### config.mk
export PLATFORM = sky130hd
export DESIGN_NAME = branch_redirect_ctrl
export DESIGN_NICKNAME = d
export VERILOG_FILES = /design/src/rtl/branch_redirect_ctrl.sv
export SDC_FILE = /design/constraint.sdc
export NUM_CORES = 1
export LEC_CHECK = 0
export BUFFER_PORTS_ARGS = -buffer_cell sky130_fd_sc_hd__buf_2
export CAP_MARGIN = 10
export CORE_MARGIN = 2
export CORE_UTILIZATION = 55
export CTS_CLUSTER_SIZE = 30
export DETAILED_ROUTE_END_ITERATION = 10
export PLACE_DENSITY = 0.95
export SLEW_MARGIN = 20
export SYNTH_ARGS = -nofsm -noshare
export SYNTH_HDL_FRONTEND = slang
export SYNTH_SLANG_ARGS = --single-unit
export TNS_END_PERCENT = 20
### constraint.sdc
create_clock -name clk -period 7.5 [get_ports clk]
set_clock_uncertainty 0.05 [all_clocks]
set_input_delay 1.125 -clock clk [delete_from_list [all_inputs] [get_ports clk]]
set_output_delay 1.125 -clock clk [all_outputs]
set_load 0.005 [all_outputs]
### src/rtl/branch_redirect_ctrl.sv
// PC redirection sequencer: 2-bit BHT prediction in IF, EX-stage mispredict/jump detection,
// one-cycle registered redirect followed by a fixed-length flush, plus saturating statistics.
module branch_redirect_ctrl #(
    parameter int unsigned BHT_ENTRIES  = 16,
    parameter int unsigned FLUSH_CYCLES = 2,
    parameter int unsigned XLEN         = 32
) (
    input  logic            clk,
    input  logic            reset,
    input  logic [XLEN-1:0] if_pc,
    input  logic            if_is_branch,
    input  logic [XLEN-1:0] if_imm,
    output logic            pred_taken,
    output logic [XLEN-1:0] pred_target,
    input  logic            ex_valid,
    input  logic            ex_branch,
    input  logic            ex_jump,
    input  logic [XLEN-1:0] ex_pc,
    input  logic            ex_pred_taken,
    input  logic            ex_taken,
    input  logic [XLEN-1:0] ex_target,
    input  logic            stall,
    output logic            redirect,
    output logic [XLEN-1:0] redirect_pc,
    output logic            flush,
    output logic [15:0]     stat_branches,
    output logic [15:0]     stat_mispred
);

    localparam int unsigned IDX_W = $clog2(BHT_ENTRIES);
    localparam logic [2:0]  FlushInit = 3'(FLUSH_CYCLES - 1);

    typedef enum logic [0:0] {StIdle, StFlush} state_e;

    state_e            state_q, state_d;
    logic [2:0]        cnt_q, cnt_d;
    logic              redirect_q, redirect_d;
    logic              flush_q, flush_d;
    logic [XLEN-1:0]   redirect_pc_q, redirect_pc_d;
    logic [15:0]       stat_branches_q, stat_branches_d;
    logic [15:0]       stat_mispred_q, stat_mispred_d;
    logic [1:0]        bht_q [BHT_ENTRIES];
    logic [1:0]        bht_d [BHT_ENTRIES];

    logic [IDX_W-1:0]  if_idx, ex_idx;
    logic              resolve, mis, bht_upd;

    assign if_idx = if_pc[IDX_W+1:2];
    assign ex_idx = ex_pc[IDX_W+1:2];

    // BHT read is the registered value only; same-cycle updates are not bypassed.
    assign pred_taken  = if_is_branch & bht_q[if_idx][1];
    assign pred_target = if_pc + if_imm;

    assign resolve = ex_valid & ~stall & (state_q == StIdle);
    assign mis     = resolve & (ex_jump | (ex_branch & (ex_taken != ex_pred_taken)));
    assign bht_upd = resolve & ex_branch & ~ex_jump;

    always_comb begin
        state_d         = state_q;
        cnt_d           = cnt_q;
        redirect_d      = 1'b0;
        flush_d         = flush_q;
        redirect_pc_d   = redirect_pc_q;
        stat_branches_d = stat_branches_q;
        stat_mispred_d  = stat_mispred_q;
        bht_d           = bht_q;

        case (state_q)
            StIdle: begin
                flush_d = 1'b0;
                if (mis) begin
                    state_d       = StFlush;
                    cnt_d         = FlushInit;
                    redirect_d    = 1'b1;
                    flush_d       = 1'b1;
                    redirect_pc_d = ex_taken ? ex_target : ex_pc + XLEN'(4);
                end
            end
            StFlush: begin
                flush_d = 1'b1;
                if (cnt_q == 3'd0) begin
                    state_d = StIdle;
                    flush_d = 1'b0;
                end else begin
                    cnt_d = cnt_q - 3'd1;
                end
            end
            default: state_d = StIdle;
        endcase

        if (bht_upd) begin
            if (ex_taken) begin
                if (bht_q[ex_idx] != 2'b11) bht_d[ex_idx] = bht_q[ex_idx] + 2'b01;
            end else begin
                if (bht_q[ex_idx] != 2'b00) bht_d[ex_idx] = bht_q[ex_idx] - 2'b01;
            end
            if (stat_branches_q != 16'hFFFF) stat_branches_d = stat_branches_q + 16'd1;
        end

        if (mis && stat_mispred_q != 16'hFFFF) stat_mispred_d = stat_mispred_q + 16'd1;
    end

    always_ff @(posedge clk) begin
        if (reset) begin
            state_q         <= StIdle;
            cnt_q           <= 3'd0;
            redirect_q      <= 1'b0;
            flush_q         <= 1'b0;
            redirect_pc_q   <= '0;
            stat_branches_q <= '0;
            stat_mispred_q  <= '0;
            for (int i = 0; i < BHT_ENTRIES; i++) bht_q[i] <= 2'b01;
        end else begin
            state_q         <= state_d;
            cnt_q           <= cnt_d;
            redirect_q      <= redirect_d;
            flush_q         <= flush_d;
            redirect_pc_q   <= redirect_pc_d;
            stat_branches_q <= stat_branches_d;
            stat_mispred_q  <= stat_mispred_d;
            bht_q           <= bht_d;
        end
    end

    assign redirect      = redirect_q;
    assign redirect_pc   = redirect_pc_q;
    assign flush         = flush_q;
    assign stat_branches = stat_branches_q;
    assign stat_mispred  = stat_mispred_q;

endmodule
==> summary.txt <==
STA
  – Worst-margin pin slew: ~0.93 ns
  – Final WS setup: 2.65 ns
  – Hold_ws: 0.404 ns
  – Final hold viol count: 0
  – Tmin final: 4.85 ns
  – FMAX: between 200 and 250 MHz
  – RSZ-0062 raised after global routing: no
  – Slew Limit Fails: 0
  – Slew HR: 37.8%
  – Number of setup violations in the final report: 0
  – Setup TNS: 0 ns
  – Tcrit/Tclk final: 64.6%

Logic synthesis
  – Ys Warns: 0
  – Mean Syn Cell Area: 7.93 um^2
  – Post-Synthesis Cells: 865
  – Cell taking the most area after synthesis: dfxtp_1
  – Synth Register Bits: 101
  – Post-synth top cells: nand2_1, dfxtp_1, nor2_1
  – Unique masters post-synth: 60
  – Post-synth EDFFs: 0
  – Synth area leaders: dfxtp_1, ha_1, a21oi_1
  – Synth Flop Type: dfxtp_1
  – Sequential cell area fraction in the yosys report: 29.5%
  – Top-count cell post-synth: nand2_1
  – Syn nets: between 1000 and 1500
  – Synthesized area: between 6000 and 7000 um^2
  – Async SR Flop Fraction: 0%
  – Share of the synthesized area in the top cell type: between 20% and 30%

Clocking
  – Clock Pin Slew Worst Setup and Hold Paths: 0.07 ns
  – Max clock buf depth: 2
  – Cts hold-fix bufs: 0
  – CTS-repair resized insts: 0
  – CTS buffer count: 9
  – TritonCTS clock tree: yes
  – CTS H-tree lvls: 3
  – CTS sink cnt: 101
  – Root buffer cell: clkbuf_16
  – Post-CTS setup repair buffer count: 0
  – Clk Latency, worst-skew pair: 0.34 ns

Setup path
  – CP Launch Type: primary input
  – Crit-path most repeated cell: buf_2
  – R2r setup slk: 4.02 ns
  – Critical Path RT: between 6 and 7 ns
  – WP buf/inv: 2
  – Setup CP Type: primary input to primary output
  – Arr. time, crit path: 3.67 ns
  – Critical path endpoint category: primary output
  – Delay-heaviest family, CP: compound AO/OA/AOI/OAI gates
  – Critical Path Max Stage Delay: 0.42 ns
  – Crit path max-delay cell type: fa_1
  – Crit Path Max Fanout: 3
  – Critical path, cell by cell: buf_2 > ha_1 > fa_1 > a21oi_1 > and4b_1 > o21bai_1 > a211oi_1 > a211o_2 > a311o_1 > a21oi_2 > xnor2_1 > buf_2

Power and ir drop
  – Power Total: 1.33 mW
  – Psw: around 0.40 mW
  – P per Cell Area: 158 nW/um^2
  – Maximum vdd drop: 136 uV
  – Combinational power share: 24.4%
  – P_leak: roughly 3.7 nW
  – Sw Ratio: 29.9%
  – Pint: 0.930 mW
  – Clock Power Share: 33.9%
  – Flop pwr share: about two fifths

Die
  – Die width: 116 um
  – Core box area: 12100 um^2
  – Starting Density: 56.6%
  – Die ar.: 13400 um^2
  – I/O Pins: 236
  – Die height: 116 um
  – Rows: 40

Place
  – Placed insts: 1230
  – DP Area: 8110 um^2
  – DP Worst Slack: 2.67 ns
  – Port bufs: 235
  – DP HPWL: between 10000 and 15000 um
  – Gpl congestion: 0.926

Global routing
  – Met1 Resource Use GR: 35.0%
  – Initial antenna violation count: 0
  – Vias in the first global route: slightly below 7000
  – Gr busiest metal: met2
  – Grt ovf: 0
  – Met2 GRT Util: 49.8%
  – Grt met3 use: 5.86%
  – GRT Total Usage: between 20% and 30%
  – Largest net degree at the start of global routing: 87
  – First-pass GRT wire length: 31200 um

Worst hold path
  – Class of the worst hold path: register to register

Drt
  – 1st-pass router iterations: 5
  – Mean routed wirelength per cell: 15.6 um
  – First DRT Iteration DRCs: 526
  – DRT antenna net count: 0
  – # DRC: 0
  – DR vias: about 7200
  – Total wire length: 19400 um
  – Vias per inst: between 5 and 6

Final layout
  – Fillcell total: 974
  – Core Util, Final: 69.3%
  – Area Growth Syn to Fin: 22.4%
  – Share of layout cells above drive strength 1: 27.1%
  – Post-route cell area: 8390 um^2
  – Final layout net count: 1252
  – Layout Cells excl Fill: between 1000 and 1500
  – Antenna diodes: 0

Run
  – Max_cap viols: 0

Run status
  – Status: finished clean
## final cells by class
cell class	instances	area [um^2]	area share, %
Multi-Input combinational cell	696	4580	54.5
Sequential cell	101	2020	24.1
Timing Repair Buffer	239	1210	14.4
Clock buffer	10	239	2.85
Tap cell	168	210	2.50
Inverter	26	97.6	1.16
Clock inverter	6	43.8	0.522
## power groups by stage
stage	clock, mW	sequential [mW]	combinational, mW
CTS	0.452	0.552	0.320
global placement	0	0.564	0.311
floorplan	0	0.565	0.193
finish	0.449	0.553	0.324
detailed placement	0	0.565	0.319
global route	0.475	0.554	0.358
## placed cells by master (no fill, tap or decap), types with 18 or more instances in the layout
cell,instances
buf_2,235
xor2_1,41
a21oi_1,80
xnor2_1,40
dfxtp_1,101
inv_1,26
nand4_1,22
ha_1,41
nand3_1,36
o21ai_0,50
nand2_1,106
nor3_1,18
nor2_1,91
## per-layer routing
layer	share of wire [%]	routed length [um]
met2	48	9410
met5	0	0
met4	2.6	507
met3	8.8	1720
met1	40	7770
## cells by family (layout without fill, tap and decap cells)
logic type | after synthesis | in the layout | share of synthesized area (%)
AOI/OAI and AO/OA | 206 | 206 | 17.9
adders and majority gates | 42 | 42 | 7.77
buffers and inverters | 68 | 281 | 3.92
DFF | 101 | 101 | 29.5
xor gates and xnor gates | 82 | 82 | 10.5
muxes | 32 | 32 | 7.24
and+or+nand+nor | 334 | 334 | 23.2
## path summary, 6_finish.rpt
path,end,depth (start not counted),start
setup reg to reg,register,10,register
hold reg to reg,redirect_pc[19],2,redirect_pc[19]
hold / removal,redirect_pc[19],2,redirect_pc[19]
setup / recovery,pred_target[28],12,if_pc[0]
## worst register-to-register path, cell delays in order, from the launching register on
cell and delay [ns]:
dfxtp_1 0.32, mux4_2 0.47, mux2_2 0.28, o21ai_2 0.60
inv_1 0.12, ha_1 0.24, a211oi_2 0.39, nand2_2 0.20
nor3_1 0.37, mux2i_1 0.23, nand2_1 0.06
(Power assumes the default switching activity.)
